$ cat src/rtl/div_ctrl.sv
// Multi-cycle radix-2 restoring divider sequencer for DIV/DIVU in EX.
// Define DIV_SIGNED_EN to honour signed_i; otherwise every request is DIVU.
module div_ctrl (
    input  logic        clk,
    input  logic        rst,
    input  logic        start_i,
    input  logic        signed_i,
    input  logic [31:0] opdata1_i,
    input  logic [31:0] opdata2_i,
    input  logic        annul_i,
    output logic [63:0] result_o,
    output logic        ready_o,
    output logic        stallreq_o
);

    typedef enum logic [1:0] {S_IDLE, S_BYZERO, S_ON, S_END} state_e;

    state_e      state_q, state_d;
    logic [4:0]  cnt_q, cnt_d;
    logic [64:0] work_q, work_d;
    logic [31:0] dvsr_q, dvsr_d;
    logic [63:0] result_q, result_d;
    logic        ready_q, ready_d;

    logic [31:0] mag1, mag2;
    logic [31:0] quo_fix, rem_fix;

    // One restoring step: shift, trial-subtract, keep the difference if no borrow.
    logic [64:0] shifted;
    logic [33:0] trial;
    logic [64:0] step;

    assign shifted = {work_q[63:0], 1'b0};
    assign trial   = {1'b0, shifted[64:32]} - {2'b00, dvsr_q};
    assign step    = trial[33] ? shifted : {trial[32:0], shifted[31:1], 1'b1};

`ifdef DIV_SIGNED_EN
    logic qneg_q, qneg_d, rneg_q, rneg_d;
    logic dvd_neg, dvs_neg;

    assign dvd_neg = signed_i & opdata1_i[31];
    assign dvs_neg = signed_i & opdata2_i[31];
    assign mag1    = dvd_neg ? -opdata1_i : opdata1_i;
    assign mag2    = dvs_neg ? -opdata2_i : opdata2_i;
    assign quo_fix = qneg_q ? -step[31:0]  : step[31:0];
    assign rem_fix = rneg_q ? -step[63:32] : step[63:32];

    always_ff @(posedge clk or negedge rst) begin
        if (!rst) begin
            qneg_q <= 1'b0;
            rneg_q <= 1'b0;
        end else begin
            qneg_q <= qneg_d;
            rneg_q <= rneg_d;
        end
    end

    always_comb begin
        qneg_d = qneg_q;
        rneg_d = rneg_q;
        if (state_q == S_IDLE && !annul_i && start_i) begin
            qneg_d = dvd_neg ^ dvs_neg;
            rneg_d = dvd_neg;
        end
    end
`else
    logic unused_signed;

    assign unused_signed = signed_i;
    assign mag1          = opdata1_i;
    assign mag2          = opdata2_i;
    assign quo_fix       = step[31:0];
    assign rem_fix       = step[63:32];
`endif

    always_ff @(posedge clk or negedge rst) begin
        if (!rst) begin
            state_q  <= S_IDLE;
            cnt_q    <= '0;
            work_q   <= '0;
            dvsr_q   <= '0;
            result_q <= '0;
            ready_q  <= 1'b0;
        end else begin
            state_q  <= state_d;
            cnt_q    <= cnt_d;
            work_q   <= work_d;
            dvsr_q   <= dvsr_d;
            result_q <= result_d;
            ready_q  <= ready_d;
        end
    end

    // Next state: annul_i wins over start_i everywhere.
    always_comb begin
        state_d = state_q;
        case (state_q)
            S_IDLE: begin
                if (!annul_i && start_i)
                    state_d = (opdata2_i == 32'd0) ? S_BYZERO : S_ON;
            end
            S_BYZERO: state_d = annul_i ? S_IDLE : S_END;
            S_ON: begin
                if (annul_i)
                    state_d = S_IDLE;
                else if (cnt_q == 5'd31)
                    state_d = S_END;
            end
            S_END: begin
                if (annul_i || !start_i)
                    state_d = S_IDLE;
            end
            default: state_d = S_IDLE;
        endcase
    end

    always_comb begin
        cnt_d    = cnt_q;
        work_d   = work_q;
        dvsr_d   = dvsr_q;
        result_d = result_q;
        ready_d  = ready_q;
        case (state_q)
            S_IDLE: begin
                result_d = '0;
                ready_d  = 1'b0;
                if (!annul_i && start_i && opdata2_i != 32'd0) begin
                    cnt_d  = '0;
                    work_d = {33'd0, mag1};
                    dvsr_d = mag2;
                end
            end
            S_BYZERO: begin
                result_d = '0;
                ready_d  = !annul_i;
            end
            S_ON: begin
                if (annul_i) begin
                    cnt_d  = '0;
                    work_d = '0;
                end else begin
                    work_d = step;
                    cnt_d  = cnt_q + 5'd1;
                    if (cnt_q == 5'd31) begin
                        result_d = {rem_fix, quo_fix};
                        ready_d  = 1'b1;
                    end
                end
            end
            S_END: begin
                if (annul_i || !start_i) begin
                    result_d = '0;
                    ready_d  = 1'b0;
                end
            end
            default: begin
                result_d = '0;
                ready_d  = 1'b0;
            end
        endcase
    end

    assign result_o   = result_q;
    assign ready_o    = ready_q;
    assign stallreq_o = start_i & ~ready_q & ~annul_i;

endmodule

$ cat config.mk
export PLATFORM = sky130hd
export DESIGN_NAME = div_ctrl
export DESIGN_NICKNAME = d
export VERILOG_FILES = /design/src/rtl/div_ctrl.sv
export SDC_FILE = /design/constraint.sdc
export NUM_CORES = 1
export LEC_CHECK = 0
export BUFFER_PORTS_ARGS = -buffer_cell sky130_fd_sc_hd__buf_2
export CAP_MARGIN = 25
export CORE_AREA = 2 2 128 130
export CTS_CLUSTER_SIZE = 25
export DETAILED_ROUTE_END_ITERATION = 8
export DIE_AREA = 0 0 130 132
export GPL_ROUTABILITY_DRIVEN = 1
export GPL_TIMING_DRIVEN = 0
export PLACE_DENSITY = 0.8
export SYNTH_ARGS = -nofsm -noshare
export SYNTH_HDL_FRONTEND = slang
export SYNTH_SLANG_ARGS = --single-unit
export TNS_END_PERCENT = 50
$ cat constraint.sdc
create_clock -name clk -period 3.7 [get_ports clk]
set_input_delay 0.37 -clock clk [delete_from_list [all_inputs] [get_ports clk]]
set_output_delay 0.37 -clock clk [all_outputs]
set_load 0.005 [all_outputs]
# Word level (Yosys, flattened, before mapping)
# Index checks and enable logic that the tools add are counted.
[totals]
regBits = 168
input_bits = 69
output_inout_bits = 66
[classes]
n_addsub = 2
eq_ne = 10
muxes = 22
n_bitwise = 4
n_reduce_logical = 14
[op_table]
columns = ["op", "n"]
rows = [
  ["$mux W64", 6],
  ["$pmux W64 S3", 1],
  ["$pmux W64 S2", 1],
  ["$sub A33 B32 Y34", 1],
  ["$logic_not A32 Y1", 1],
  ["$reduce_bool A32 Y1", 1],
  ["$mux W2", 6],
  ["$mux W5", 2],
  ["$ne A2 B2 Y1 const B", 5],
  ["$pmux W5 S2", 1],
  ["$pmux W2 S4", 1],
  ["$reduce_and A3 Y1", 2],
  ["$add A5 B1 Y5 const B", 1],
  ["$eq A5 B5 Y1 const B", 1],
  ["$eq A2 B2 Y1 const B", 2],
  ["$pmux W1 S4", 1],
  ["$reduce_and A2 Y1", 2],
  ["$mux W1", 3],
  ["$ne A3 B3 Y1 const B", 1],
  ["$and A1 B1 Y1", 2],
  ["$eq A2 B1 Y1 const B", 1],
  ["$logic_and A1 B1 Y1", 2],
  ["$logic_not A1 Y1", 2],
  ["$logic_not A2 Y1", 1],
  ["other kinds (4)", 5],
]

# Depth between registers and ports, before layout
[depth]
word_depth = 5
ltp_mapped = 13
ltp_nobuf = 12

# Worst setup path after synthesis
# OpenSTA, ideal clock, no wires.
[synth_timing]
path_kind = "register -> register"
start = "register work_q[31]"
end = "register work_q[60]"
setup_ns = 0.132
arrival_time_ns = 2.589
t_required_ns = 3.568
slack_ns = 0.980
path_stages_with_launch = 13
path_buffers = 0
cell_sequence = "dfrtp_1 > inv_1 > ha_1 > inv_1 > fa_1 > a21oi_1 > o211ai_1 > a21oi_1 > o31ai_1 > or4_1 > and4_1 > mux2i_1 > o21ai_1"
[synth_via]
elab_chain_cells = 4
[synth_lines]
columns = ["item", "line_no", "rtl"]
rows = [
  ["from (decl)", "20", "logic [64:0] work_q, work_d;"],
  ["from (signal assigned)", "87", "work_q <= work_d;"],
  ["$sub A33 B32 Y34", "34", "assign trial = {1'b0, shifted[64:32]} - {2'b00, dvsr_q};"],
  ["$mux W64", "35", "assign step = trial[33] ? shifted : {trial[32:0], shifted[31:1], 1'b1};"],
  ["$mux W64", "138", "if (annul_i) begin"],
  ["$pmux W64 S2", "123", "case (state_q)"],
]
# Every way passes these cells.
# A chain may end at the register's enable or synchronous reset.

# Worst setup path in the final report
# Same ends and word-level chain as after synthesis.

==> flow_summary.ini <==
[status]
outcome = finished, final reports clean

[yosys]
synth_flop_cell = dfrtp_1
syn_inst = 928
ys_top_cells_by_area = dfrtp_1 (47%), nand2_1 (6.8%), o21ai_0 (5.4%)
yosysWarnings = 0
synth_top_area_frac = 0.470
postSynthAreaPerCell_um2 = 9.64
syn-num-nets = 1036
async_flop_share = 1.00
synth_edf_count = 0
synth-seq-cells = 168
synth_largest_area_cell = dfrtp_1
syn-cell-area_mm2 = 0.00895
seq_area_frac_synth = 0.470
synth.distinct_cells = 69

[cts]
clk_latency_ns = 0.44
cts_tree = yes
cts_made_buffers = 17
clk_path_buf_depth = 2
htree_levels = 4
clock_sinks = 168
path_clk_slew_ns = 0.08
post_cts_buffers = 0
cts-root-buf = clkbuf_16

[drt]
route.detailed.drc = 0
totalWireLength_mm = 22.8
drtPass1Iterations = 5
wl_per_cell_um = 17.4
vias = 7622
viasPerCell = 5.81
ant_nets = 0
drt-initial-drc-count = 706

[floorplanning]
die-area_mm2 = 0.0172
io_pins = 135
die_h_um = 132
num_rows = 46
coreArea_mm2 = 0.0157
die_w_um = 130
initial_core_util = 0.569

[placed_design]
place_hpwl_mm = 16.6
dp_slack_ns = 0.177
gp_congestion = 0.959
dp_cells = 1278
port-buffer-count = 133
dpl_cell_area_mm2 = 0.00992

[finish]
final_core_util = 0.669
final_common_cell = dfrtp_1
final_area_mm2 = 0.0105
area_delta_synth_final_pct = 17.5
final_nets = 1190
final_cell_mix = dfrtp_1 (168), nand2_1 (162), buf_2 (137)
antenna_cells = 0
fin_cells = 1311
drive_above_1_share = 0.197

[global_route]
grt_pass1_vias = 7356
grt_pass1_wl_mm = 37.1
antenna_found_initial = 0
grt_max_degree = 120
track_usage = 0.274
overflow = 0

[critical_path]
critPathArrivalTime_ns = 3.61
critPathCaptureType = flop
cp.required_ns = 4.01
worst-setup-path-type = flop to flop
cp-start-kind = flop
r2r-end = work_q[60]
critPathMaxFanout = 4
worst-r2r-setup-slack_ns = 0.40
worstRegToRegCells = 12
rr_startpoint = work_q[31]

[sta]
holdWs_ns = 0.153
hold_violations = 0
fin_setup_tns_ns = 0
finalCriticalPeriod_ns = 3.30
report.final.slew_viol_count = 0
fin_skew_ns = 0.0110
setup_viol = 0
period_share = 0.892
worstMarginPinSlew_ns = 0.732
clock.fmax_ghz = 0.303
rsz0062_at_grt = false
worst_slack_ns = 0.401
slew_headroom = 0.508

[hold_path]
hold_end = work_q[15]
min_from = opdata1_i[15]
min_path_cells = 2
hold_path_class = input pin to flop

[power_and_ir_drop]
p_total_mw = 6.93
p_per_area_mw_per_mm2 = 659
vdd_drop_max_uv = 369
p_leak_nw = 5.10

[job]
max-cap-violations = 0
-- critical path, stage by stage, from the launching register on --
cell and delay [ns]:
dfrtp_1 0.37, inv_1 0.12, ha_1 0.20, inv_1 0.06, fa_1 0.40, a21oi_1 0.24, o211ai_1 0.15, a21oi_1 0.39
o31ai_1 0.24, or4_1 0.50, and4_1 0.20, mux2i_1 0.22, o21ai_1 0.09
-- how the worst max path moves through the flow --
stage	startpoint	to	slack, ns
3_3_place_gp	rst	dvsr_q[6]	-0.34
2_1_floorplan	work_q[31]	work_q[60]	0.98
4_1_cts	work_q[31]	work_q[60]	0.41
6_report	work_q[31]	work_q[60]	0.40
3_5_place_dp	opdata2_i[3]	work_q[52]	0.18
5_1_grt	work_q[31]	work_q[60]	0.23
-- cells by family (layout without fill, tap and decap cells) --
group           after synthesis  after routing  share of synthesized area
mux                          64             64                     0.0761
buf+inv                      94            261                     0.0441
simple gates                292            292                      0.152
flops                       168            168                      0.470
compound gates              247            247                      0.179
fa+ha+maj                    39             39                     0.0554
xor+xnor                     24             24                     0.0235
-- registers in the layout (all words and copies together), names as in the netlist --
signal and count:
cnt_q 5, dvsr_q 32, ready_o 1, result_o 64
state_q 2, work_q 64
-- where the power goes --
part / leakage, nW / internal, mW / switching [mW]
clock network: 0.287 / 0.900 / 0.848
registers: 2.25 / 2.25 / 0.265
logic: 2.56 / 0.987 / 1.68
-- Yosys cell counts, types with 2 or more instances --
master       n
nand2b_1     8
a211oi_1     5
mux2i_1     32
a221o_1     30
and2_1       2
o2111ai_1    2
xor2_1      14
nand2_1    162
clkbuf_1    39
a22o_1       2
dfrtp_1    168
o21ai_0     97
nand4_1      6
a21boi_0     2
o31ai_1      4
xnor2_1     10
o22ai_1      2
o21ai_1     23
nor2b_1      7
inv_1       43
nor2_1      32
nor3_1       5
o211ai_1     7
a21oi_1     33
a211o_1      2
o311ai_0     2
and3_1      34
mux2_2      32
o21a_1       9
o2bb2ai_1    3
or3_1        2
nand3_1      9
nor3b_1      4
a21o_1       7
nor4_1      10
buf_2        5
or4_1        2
buf_1        3
buf_6        2
ha_1        38
-- final cells by class --
class                   instances  area, um2
repair buffers                135        713
fillers                      1294       5200
well taps                     216        270
inverters                      43        161
plain buffers                  51        233
clock buffers                  17        425
multi-input cells             666       4350
clock inverters                15        154
flip-flops and latches        168       4200
-- per-layer routing --
metal / vias up / wire length [um] / GRT usage
met2: 265 / 10900 / 0.434
li1: 3625 / - / -
met4: 0 / 382 / 0.0669
met1: 3696 / 10100 / 0.386
met5: - / 0 / 0
met3: 36 / 1430 / 0.0609
-- what timing repair did --
item | in CTS | in global routing
gates resized for setup | 0 | 0
hold buffers | 1 | 0
hold endpoints to repair | 49 | 0
(Power assumes the default switching activity.)
